### config.mk
export PLATFORM = sky130hd
export DESIGN_NAME = avalon_image_writer
export DESIGN_NICKNAME = d
export VERILOG_FILES = /design/src/rtl/avalon_image_writer.sv
export SDC_FILE = /design/constraint.sdc
export NUM_CORES = 1
export LEC_CHECK = 0
export BUFFER_PORTS_ARGS = -buffer_cell sky130_fd_sc_hd__buf_4
export CORE_UTILIZATION = 41
export DETAILED_ROUTE_END_ITERATION = 8
export SETUP_SLACK_MARGIN = 0.3
export SLEW_MARGIN = 40
export SYNTH_ARGS = -nofsm -noshare
export SYNTH_HDL_FRONTEND = slang
export SYNTH_SLANG_ARGS = --single-unit
### constraint.sdc
create_clock -name clk -period 3.3 [get_ports clk]
set_input_delay 0.825 -clock clk [delete_from_list [all_inputs] [get_ports clk]]
set_output_delay 0.825 -clock clk [all_outputs]
set_load 0.01 [all_outputs]
### src/rtl/avalon_image_writer.sv
// Avalon-MM write master: buffers packed pixel words in a small FIFO and streams them to memory at buff.
// Optional abort-on-start-drop behaviour is enabled by defining AVALON_IMAGE_WRITER_ABORT_EN.
module avalon_image_writer #(
  parameter int FIFO_DEPTH = 16,
  parameter int ADDR_W     = 32
) (
  input  logic              clk,
  input  logic              reset_n,
  input  logic              start_capture,
  input  logic [23:0]       capture_imgsize,
  input  logic [31:0]       buff,
  output logic              image_captured,
  output logic              capture_standby,
  input  logic              pix_valid,
  input  logic [31:0]       pix_data,
  output logic              pix_ready,
  output logic [ADDR_W-1:0] avm_m1_address,
  output logic              avm_m1_write,
  output logic [31:0]       avm_m1_writedata,
  output logic [3:0]        avm_m1_byteenable,
  input  logic              avm_m1_waitrequest
);
  localparam int PTR_W = $clog2(FIFO_DEPTH);
  localparam logic [PTR_W:0] DEPTH_CNT = (PTR_W+1)'(FIFO_DEPTH);

  typedef enum logic [1:0] {IDLE, RUN, DONE, ABORT} state_t;

  state_t            state_reg;
  logic [31:0]       fifo_mem [FIFO_DEPTH];
  logic [PTR_W-1:0]  wr_ptr_reg, rd_ptr_reg;
  logic [PTR_W:0]    count_reg, count_next;
  logic [21:0]       total_words_reg, accepted_reg, written_reg;
  logic [21:0]       accepted_next, written_next;
  logic [ADDR_W-1:0] addr_reg, addr_next;
  logic              start_prev_reg;
  logic              start_event, complete, push, pop, abort_req;
  logic [1:0]        unused_imgsize_lsbs;

  assign unused_imgsize_lsbs = capture_imgsize[1:0];
  assign avm_m1_byteenable   = 4'hF;

  always_comb begin
    start_event   = start_capture & ~start_prev_reg;
    complete      = avm_m1_write & ~avm_m1_waitrequest;
    push          = pix_valid & pix_ready;
`ifdef AVALON_IMAGE_WRITER_ABORT_EN
    abort_req     = (state_reg == RUN) && !start_capture;
`else
    abort_req     = 1'b0;
`endif
    // A new word may be loaded whenever the bus register is free or is being emptied this cycle.
    pop           = (state_reg == RUN) && (count_reg != '0) && (!avm_m1_write || complete) && !abort_req;
    count_next    = count_reg + (PTR_W+1)'(push) - (PTR_W+1)'(pop);
    accepted_next = accepted_reg + 22'(push);
    written_next  = written_reg + 22'(complete);
    addr_next     = complete ? addr_reg + ADDR_W'(4) : addr_reg;
  end

  // Storage has no reset so it can map onto RAM; occupancy lives in the pointers.
  always_ff @(posedge clk) begin
    if (push) fifo_mem[wr_ptr_reg] <= pix_data;
  end

  always_ff @(posedge clk or negedge reset_n) begin
    if (!reset_n) begin
      state_reg        <= IDLE;
      start_prev_reg   <= 1'b1;
      wr_ptr_reg       <= '0;
      rd_ptr_reg       <= '0;
      count_reg        <= '0;
      total_words_reg  <= '0;
      accepted_reg     <= '0;
      written_reg      <= '0;
      addr_reg         <= '0;
      capture_standby  <= 1'b1;
      image_captured   <= 1'b0;
      pix_ready        <= 1'b0;
      avm_m1_write     <= 1'b0;
      avm_m1_address   <= '0;
      avm_m1_writedata <= '0;
    end else begin
      start_prev_reg <= start_capture;
      image_captured <= 1'b0;
      count_reg      <= count_next;
      accepted_reg   <= accepted_next;
      written_reg    <= written_next;
      addr_reg       <= addr_next;
      if (push) wr_ptr_reg <= wr_ptr_reg + PTR_W'(1);
      if (pop) begin
        rd_ptr_reg       <= rd_ptr_reg + PTR_W'(1);
        avm_m1_writedata <= fifo_mem[rd_ptr_reg];
        avm_m1_address   <= addr_next;
        avm_m1_write     <= 1'b1;
      end else if (complete) begin
        avm_m1_write <= 1'b0;
      end

      case (state_reg)
        IDLE: begin
          pix_ready <= 1'b0;
          if (start_event) begin
            state_reg       <= RUN;
            total_words_reg <= capture_imgsize[23:2];
            addr_reg        <= ADDR_W'(buff);
            accepted_reg    <= '0;
            written_reg     <= '0;
            capture_standby <= 1'b0;
            pix_ready       <= (capture_imgsize[23:2] != '0);
          end
        end
        RUN: begin
          if (written_next == total_words_reg) begin
            state_reg      <= DONE;
            image_captured <= 1'b1;
            pix_ready      <= 1'b0;
          end else if (abort_req) begin
            state_reg <= ABORT;
            pix_ready <= 1'b0;
          end else begin
            pix_ready <= (count_next < DEPTH_CNT) && (accepted_next < total_words_reg);
          end
        end
        DONE: begin
          state_reg       <= IDLE;
          capture_standby <= 1'b1;
        end
        ABORT: begin
          pix_ready <= 1'b0;
          // Let the in-flight write finish, then discard whatever is still buffered.
          if (!avm_m1_write || complete) begin
            state_reg       <= IDLE;
            capture_standby <= 1'b1;
            wr_ptr_reg      <= '0;
            rd_ptr_reg      <= '0;
            count_reg       <= '0;
          end
        end
        default: state_reg <= IDLE;
      endcase
    end
  end
endmodule

; ---- After elaboration in Yosys (flattened, before gate mapping)
; Memory sizes are Yosys's and may differ from the RTL's. A register that Yosys moved wholly into a read port is not among the register bits.
; Index checks and enable logic that the tools add are counted.
[totals]
register_bits = 150
mem_bits_rw = 512
in_bits = 93
elab_cells = 82
mem_count = 1
[classes]
add_sub_neg = 7
magnitude_cmp = 2
eq_ne = 7
muxes = 31
bitwise_logic = 5
reduce_logical = 15
[mem_list]
columns = name, words, width, rd, rd_ports_with_merged_regs, wr, line_no
row1 = fifo_mem, 16, 32, 1, 1, 1, 29  ; logic [31:0] fifo_mem [FIFO_DEPTH];
[ops]
columns = op, n
row1 = 32-bit 2-to-1 mux, 3
row2 = 22-bit 2-to-1 mux, 4
row3 = 22-bit by 1-bit adder with 22-bit output, 2
row4 = 32-bit by 3-bit adder with 32-bit output (second input constant), 1
row5 = 4-bit 2-to-1 mux, 6
row6 = 22-bit equality test, 1
row7 = 22-bit less-than comparator, 1
row8 = 22-bit nonzero test, 1
row9 = 1-bit 2-to-1 mux, 10
row10 = 5-bit 2-to-1 mux, 2
row11 = 4-bit by 1-bit adder with 4-bit output (second input constant), 2
row12 = 2-bit case mux with 4 select lines, 1
row13 = 2-bit 2-to-1 mux, 3
row14 = 1-bit case mux with 3 select lines, 2
row15 = 3-bit AND reduction, 2
row16 = 3-bit nonzero test, 2
row17 = 5-bit by 1-bit adder with 5-bit output, 1
row18 = 5-bit less-than comparator (second input constant), 1
row19 = 5-bit nonzero test, 1
row20 = 5-bit by 1-bit subtractor with 5-bit output, 1
row21 = 2-bit equality test (second input constant), 2
row22 = 2-bit != test (second input constant), 2
row23 = 1-bit AND, 3
row24 = 1-bit logical AND, 3
row25 = 8 further kinds, 10

; ---- Longest topological paths before layout
; Gate-level depths: netlist (run 1).
[depth]
word_depth = 9
mapped_depth = 18
ltp_nobuf = 18

; ---- Least setup slack after synthesis (run 1)
; No wires, ideal clock.
[synth_timing]
kind = input to register
startpoint = input port avm_m1_waitrequest
endpoint = register pix_ready
setup_ns = 0.130
arrival_time_ns = 3.368
setup_slack_ns = -0.198
cell_stages = 10
path_buffers = 0
cell_sequence = nor2b_1 -> ha_1 -> ha_1 -> nand3_2 -> nor4_2 -> a311o_2 -> nand4b_1 -> or4_1 -> nor4_1 -> nor3_1
[synth_via]
elab_chain_cells = 9
word_cells_on_any_way = 11
cone_classes = add/sub: 2 / order compare: 1 / eq/ne: 1 / mux: 2 / bitwise: 2 / reduce/logical: 3
[synth_rtl]
columns = element, line_no
row1 = from (decl), 21  ; input logic avm_m1_waitrequest
row2 = 1-bit inverter *, 44  ; complete = avm_m1_write & ~avm_m1_waitrequest;
row3 = 1-bit AND *, 44
row4 = 1-bit logical OR, 52  ; pop = (state_reg == RUN) && (count_reg != '0) && (!avm_m1_write || complete) && !abort_req;
row5 = 1-bit logical AND, 52
row6 = 5-bit by 1-bit subtractor with 5-bit output, 53  ; count_next = count_reg + (PTR_W+1)'(push) - (PTR_W+1)'(pop);
row7 = 5-bit less-than comparator, 120  ; pix_ready <= (count_next < DEPTH_CNT) && (accepted_next < total_words_reg);
row8 = 1-bit logical AND, 120
row9 = 1-bit 2-to-1 mux *, 112  ; if (written_next == total_words_reg) begin
row10 = 1-bit case mux with 3 select lines *, 98  ; case (state_reg)
row11 = to (signal assigned), 108  ; pix_ready <= (capture_imgsize[23:2] != '0);
row12 = to (signal assigned), 120
row13 = to (decl), 16  ; output logic pix_ready,
; Mark *: on every way between the ends. The rest lies on a longest branch, timed or not.
; A chain may end at the register's enable or synchronous reset.

; ---- Final worst setup path (run 1)
[layout_timing]
startpoint = register avm_m1_write
endpoint = register pix_ready
[layout_via]
elab_chain_cells = 8
word_cells_on_any_way = 11
cone_classes = add/sub: 2 / order compare: 1 / eq/ne: 1 / mux: 2 / bitwise: 1 / reduce/logical: 4
[layout_rtl]
columns = element, line_no
row1 = from (decl), 18  ; output logic avm_m1_write,
row2 = from (signal assigned), 78  ; avm_m1_write <= 1'b0;
row3 = from (signal assigned), 93  ; avm_m1_write <= 1'b1;
row4 = from (signal assigned), 95  ; avm_m1_write <= 1'b0;
row5 = 1-bit AND or 1-bit zero test (tied branches), "44, 52"
row6 = 1-bit logical OR, 52
row7 = 1-bit logical AND, 52
row8 = 5-bit by 1-bit subtractor with 5-bit output, 53
row9 = 5-bit less-than comparator, 120
row10 = 1-bit logical AND, 120
row11 = 1-bit 2-to-1 mux *, 112
row12 = 1-bit case mux with 3 select lines *, 98
; Marks and branches as above.

==> results of run 1 <==
[kinds of logic (layout without fill, tap and decap cells)]
family | after synthesis | count (layout) | share of synthesized area, %
compound gates | 292 | 292 | 6.79
other cells | 1 | 5 | 0.0129
flops | 694 | 694 | 68.5
simple gates | 499 | 499 | 8.43
buf+inv | 151 | 447 | 2.10
fa+ha+maj | 39 | 39 | 1.70
xor+xnor | 93 | 93 | 2.94
mux | 196 | 196 | 9.51
[synthesized netlist by cell type (10+ instances only)]
master	n	share of area (%)
edfxtp_1	512	53
nand2_1	207	2.7
dfrtp_1	180	15
mux2i_1	130	4.5
o21ai_0	98	1.7
o221ai_1	96	2.9
nor2_1	91	1.2
clkbuf_1	76	0.98
mux4_2	64	5.0
xnor2_1	60	1.8
a21oi_1	52	0.89
inv_1	46	0.59
and2_1	45	0.97
ha_1	38	1.6
nand3_1	33	0.57
xor2_1	30	0.90
and3_1	19	0.41
nand4_1	18	0.39
nor3_1	16	0.28
nor4_1	13	0.28
buf_2	11	0.19
buf_1	10	0.13
[layout make-up]
cell class	count	area [um^2]	area share, %
Antenna cell	1	2.50	0.00717
Clock buffer	111	2110	6.05
Inverter	46	173	0.495
Timing Repair Buffer	262	2310	6.61
Multi-Input combinational cell	1123	8770	25.1
Sequential cell	694	19900	57.1
Tap cell	940	1180	3.37
Clock inverter	28	422	1.21
[power by group]
part / total, mW / internal [mW] / switching (mW)
Combinational: 8.17 / 3.67 / 4.50
Sequential: 11.3 / 10.5 / 0.803
Clock: 8.48 / 4.98 / 3.50
Total: 27.9 / 19.1 / 8.80
[worst min path at each step]
stage	end	depth (start not counted)	startpoint	slack (ps)
3_3_place_gp	avm_m1_address[0]	2	addr_reg[0]	460
5_1_grt	total_words_reg[4]	1	reset_n	180
3_5_place_dp	avm_m1_address[0]	2	addr_reg[0]	460
6_report	total_words_reg[4]	1	reset_n	140
2_1_floorplan	avm_m1_address[0]	2	addr_reg[0]	440
4_1_cts	total_words_reg[4]	1	reset_n	160
[what timing repair did]
action | CTS | global route
hold buffers | 0 | 0
gates resized for setup | 7 | 23
setup endpoints to repair | 2 | 4
setup buffers | 0 | 6
pin swaps | 1 | 9
[per-layer routing]
metal | wire length (um) | vias up | global-route usage [%]
li1 | - | 7958 | -
met1 | 30100 | 8762 | 25.9
met2 | 34900 | 405 | 33.8
met3 | 3470 | 97 | 3.31
met4 | 1370 | 4 | 5.62
met5 | 32 | - | 0
[critical path, cell delays in order, from the launching register on]
cell and delay (ps):
dfrtp_1 420, nor2b_4 220, ha_4 200, ha_4 160, nand3_4 150, nor4_4 360, a311o_2 250, nand4b_1 110
or4_4 560, nor4_2 260, nor3_1 90
[stage by stage]
step	setup WS, ps	std cells
after CTS	317	3198
after floorplan	175	1968
after global routing	228	3204
after detailed placement	-239	3059
final	398	3205
after global placement	-165	3059
[cells in the final DEF, fill, tap and decap left out, types with 5 or more instances in the layout]
cell and count:
xor2_1 29, mux2i_1 130, ha_1 33, buf_12 26, o21ai_0 97, and3_1 14, o221ai_1 96, nor4_1 11
nand2_1 204, clkinv_2 7, xnor2_1 58, a21o_1 8, inv_2 6, nor2_1 88, and4_1 5, clkbuf_1 26
clkbuf_8 11, or4_1 7, edfxtp_1 512, nor3_1 15, and2_2 12, bufinv_16 6, buf_4 233, a21oi_1 52
clkinv_1 7, nand4_1 18, mux4_2 64, nor3b_1 6, nand2b_1 6, a211oi_1 7, nand3_1 33, dfrtp_1 176
inv_1 40, and2_1 33, clkbuf_16 75, nor2b_1 7
==> impl_metrics.env, run 1 <==
export IMPL_clkTransAtPathRegs_ps=60
export IMPL_largest_register_ffs=512
export IMPL_drc=0
export IMPL_nFillCells=5942
export IMPL_routedWlPerCell_um=21.8
export IMPL_crit_type="reg2reg"
export IMPL_start_kind="register"
export IMPL_rsz0062_at_grt="yes"
export IMPL_status="complete, no violations"
export IMPL_r2r_setup_slack_ps=400
export IMPL_ys_async_sr_fraction_pct=26.2
export IMPL_antenna_found_initial=2
export IMPL_yosysSeqAreaShare_pct=68.5
export IMPL_totalPowerFinal_mw=27.9
export IMPL_ys_warn_count=0
export IMPL_synth_area_mm2=0.0291
export IMPL_drv_cap=0
export IMPL_reg2reg_depth=10
export IMPL_setup_viol=0
export IMPL_clk_latency_ps=640
export IMPL_fin_nets=2334
export IMPL_cp_arrival_ps=3410
export IMPL_dr_pass1_iters=5
export IMPL_worstSetupEndpoint="pix_ready"
export IMPL_start_util_pct=41.5
export IMPL_die_area_mm2=0.0720
export IMPL_hpwlAfterDp_um=43000
export IMPL_io_pins=165
export IMPL_fmax_mhz=345
export IMPL_die_y_um=268
export IMPL_cts_buffers=75
export IMPL_hold_viol_final=0
export IMPL_vdd_drop_max_v=0.000465
export IMPL_crit_start="avm_m1_write"
export IMPL_drtIter0Drc=1256
export IMPL_post_route_util_pct=49.7
export IMPL_clkSinkCount=694
export IMPL_core_mm2=0.0701
export IMPL_layout_drive_gt1_share_pct=22.1
export IMPL_r2r_end="pix_ready"
export IMPL_routed_via_density=5.37
export IMPL_synth_seq_cells=694
export IMPL_fin_area_mm2=0.0349
export IMPL_area_growth_pct=20.0
export IMPL_cts_buffer_depth=3
export IMPL_whs_ps=140
export IMPL_cts_tree="built"
export IMPL_ys_flop_type="edfxtp_1"
export IMPL_ctsHtreeMaxLevel=3
export IMPL_drt_total_wl_um=69800
export IMPL_synth_edf_count=512
export IMPL_fin_skew_ps=25.3
export IMPL_cp_end_kind="register"
export IMPL_numPortBuffers=158
export IMPL_grt_pass1_wl_um=106000
export IMPL_postRouteAntennaNets=0
export IMPL_die_x_um=268
export IMPL_worstPathRequired_ps=3810
export IMPL_vias=17200
export IMPL_row_count=97
export IMPL_cellPowerDensity_mw_per_mm2=801
export IMPL_hp_class="in2async"
export IMPL_fin_crit_sh_pct=88.0
export IMPL_grt_max_degree=101
export IMPL_power_leakage_nw=13.0
export IMPL_overflow=0
export IMPL_finalMaxSlewViolations=0
export IMPL_synth_cell_type_count=70
export IMPL_fin_crit_ps=2900
export IMPL_dpl_cell_area_mm2=0.0322
export IMPL_tightest_slew_ps=748
export IMPL_r2r_start="avm_m1_write"
export IMPL_tns_ps=0
export IMPL_cp_max_fo=7
export IMPL_regMostFlops="fifo_mem"
export IMPL_grt_pass1_vias=17600
export IMPL_synthCells=1965
export IMPL_relSlewSlack_pct=50.2
export IMPL_grtUsageTotal_pct=19.7
export IMPL_synth_area_per_cell_um2=14.8
export IMPL_cts_root_buf="clkbuf_16"
export IMPL_globalplace_congestion=0.848
Power figures use the tool's default switching activity.
==> inputs of run 2 (changes only) <==
--- a/config.mk
+++ b/config.mk
@@ -6,8 +6,11 @@
 export NUM_CORES = 1
 export LEC_CHECK = 0
 export BUFFER_PORTS_ARGS = -buffer_cell sky130_fd_sc_hd__buf_4
+export CELL_PAD_IN_SITES_DETAIL_PLACEMENT = 1
+export CELL_PAD_IN_SITES_GLOBAL_PLACEMENT = 2
 export CORE_UTILIZATION = 41
 export DETAILED_ROUTE_END_ITERATION = 8
+export PLACE_DENSITY_LB_ADDON = 0.1
 export SETUP_SLACK_MARGIN = 0.3
 export SLEW_MARGIN = 40
 export SYNTH_ARGS = -nofsm -noshare
==> run 2 against run 1 <==
Core utilization grew 0.061 points. Sequential cell count is the same. Design area grew 0.12%. Maximum frequency grew 0.75%. Final cell count grew 0.69%. Die area is the same. Wire length grew 8.5%. Total power grew 1.3%. Worst hold slack gained 55 ps. Worst setup slack gained 22 ps. Sequential share of layout area shrank 0.077 points.
==> impl_metrics.env, run 2 (synthesis gave the netlist of run 1 again) <==
export IMPL_status="complete, no violations"
export IMPL_row_count=97
export IMPL_clk_latency_ps=630
export IMPL_cts_buffers=78
export IMPL_hp_class="in2async"
export IMPL_holdBufCountCts=0
export IMPL_vias=17500
export IMPL_rsz0062_at_grt="yes"
export IMPL_cts_tree="built"
export IMPL_worstPathRequired_ps=3780
export IMPL_regMostFlops="fifo_mem"
export IMPL_core_mm2=0.0701
export IMPL_tightest_slew_ps=719
export IMPL_area_growth_pct=20.1
export IMPL_nFillCells=6949
export IMPL_drtIter0Drc=954
export IMPL_place_inst=3072
export IMPL_crit_top_cell="ha_4"
export IMPL_crit_start="avm_m1_write"
export IMPL_cp_end_kind="register"
export IMPL_ctsHtreeMaxLevel=3
export IMPL_hold_viol_final=0
export IMPL_grtUsageTotal_pct=21.4
export IMPL_start_kind="register"
export IMPL_layout_drive_gt1_share_pct=23.2
export IMPL_globalplace_congestion=0.841
export IMPL_slowest_delay_ps=560
export IMPL_postRouteAntennaNets=0
export IMPL_crit_path_top_delay_cell="or4_4"
export IMPL_clkSinkCount=694
export IMPL_antenna_found_initial=4
export IMPL_die_area_mm2=0.0720
export IMPL_hpwlAfterDp_um=47400
export IMPL_overflow=0
export IMPL_fin_crit_sh_pct=87.3
export IMPL_totalPowerFinal_mw=28.3
export IMPL_final_cell_mix="edfxtp_1, buf_4, nand2_1"
export IMPL_largest_register_ffs=512
export IMPL_r2r_start="avm_m1_write"
export IMPL_cts_buffer_depth=3
export IMPL_cp_arrival_ps=3360
export IMPL_routed_via_density=5.41
export IMPL_dp_slack_ps=-295
export IMPL_die_y_um=268
export IMPL_cellPowerDensity_mw_per_mm2=810
export IMPL_drv_cap=0
export IMPL_fin_skew_ps=34.8
export IMPL_grt_pass1_wl_um=115000
export IMPL_post_route_util_pct=49.8
export IMPL_io_pins=165
export IMPL_power_leakage_nw=13.1
export IMPL_drc=0
export IMPL_finalMaxSlewViolations=0
export IMPL_crit_type="reg2reg"
export IMPL_fin_nets=2353
export IMPL_drt_total_wl_um=75800
export IMPL_grt_pass1_vias=18600
export IMPL_final_common_cell="edfxtp_1"
export IMPL_whs_ps=195
export IMPL_start_util_pct=41.5
export IMPL_cp_max_fo=8
export IMPL_worst_slack_ps=419
export IMPL_instances_no_fill=3227
export IMPL_cts_root_buf="clkbuf_16"
export IMPL_dr_pass1_iters=4
export IMPL_clkTransAtPathRegs_ps=60
export IMPL_die_x_um=268
export IMPL_relSlewSlack_pct=52.1
export IMPL_routedWlPerCell_um=23.5
export IMPL_grt_max_degree=97
export IMPL_fmax_mhz=347
export IMPL_numPortBuffers=158
export IMPL_fin_crit_ps=2880
export IMPL_setup_viol=0
export IMPL_path_cells="nor2b_4 -> ha_4 -> ha_4 -> nand3_4 -> nor4_4 -> a311o_2 -> nand4b_1 -> or4_4 -> nor4_2 -> nor3_2"
export IMPL_vdd_drop_max_v=0.000637
run 2: cell types whose count changed in the layout (fill, tap and decap cells not counted), sizes merged:
cell,delta
clkinvlp,+1
bufinv,-1
buf,+16
clkbuf,+2
inv,+3
clkinv,+1
run 2: final timing paths:
path,to,cells past startpoint,slack (ps)
min,total_words_reg[11],1,200
min reg2reg,avm_m1_address[0],2,470
max in group asynchronous,avm_m1_writedata[14],2,2370
max reg2reg,pix_ready,10,420
min in group clk,start_prev_reg,1,350
max,pix_ready,10,420
run 2: final cells by class:
class,instances,area (um^2),area share [%]
repair buffers,278,2320,6.63
clock inverters,32,387,1.11
clock buffers,113,2160,6.19
flip-flops and latches,694,19900,57.1
inverters,46,173,0.494
multi-input cells,1123,8780,25.1
well taps,940,1180,3.37
diodes,1,2.50,0.00716
run 2: worst max-delay path: cells and delay by family, from the launching register on:
family,cells,cell delay [ps]
simple gates,7,1790
compound gates,1,250
flops,1,350
fa+ha+maj,2,350
run 2: routing by layer:
layer / part of all wire [%] / vias up / track usage (%)
met1: 44 / 9066 / 28.5
met2: 50 / 274 / 36.3
li1: - / 8012 / -
met5: 0.057 / - / 0
met3: 3.3 / 99 / 2.95
met4: 2.2 / 6 / 6.39
run 2: power by group:
part	internal, mW	total, mW	switching [mW]	leakage [nW]
combinational	3.73	8.41	4.68	5.01
sequential	10.5	11.3	0.820	6.85
clock	5.01	8.60	3.58	1.25
run 2: through the flow:
stage / cell area [um^2] / setup TNS (ps)
floorplan: 29200 / 0
global placement: 32200 / -416
detailed placement: 32200 / -593
CTS: 34800 / 0
global route: 34900 / 0
finish: 34900 / 0
run 2: what timing repair did:
action | CTS | global route
buffers inserted | 4 | 4
pin swaps | 3 | 9
resized for setup | 7 | 26
setup endpoints to repair | 1 | 5
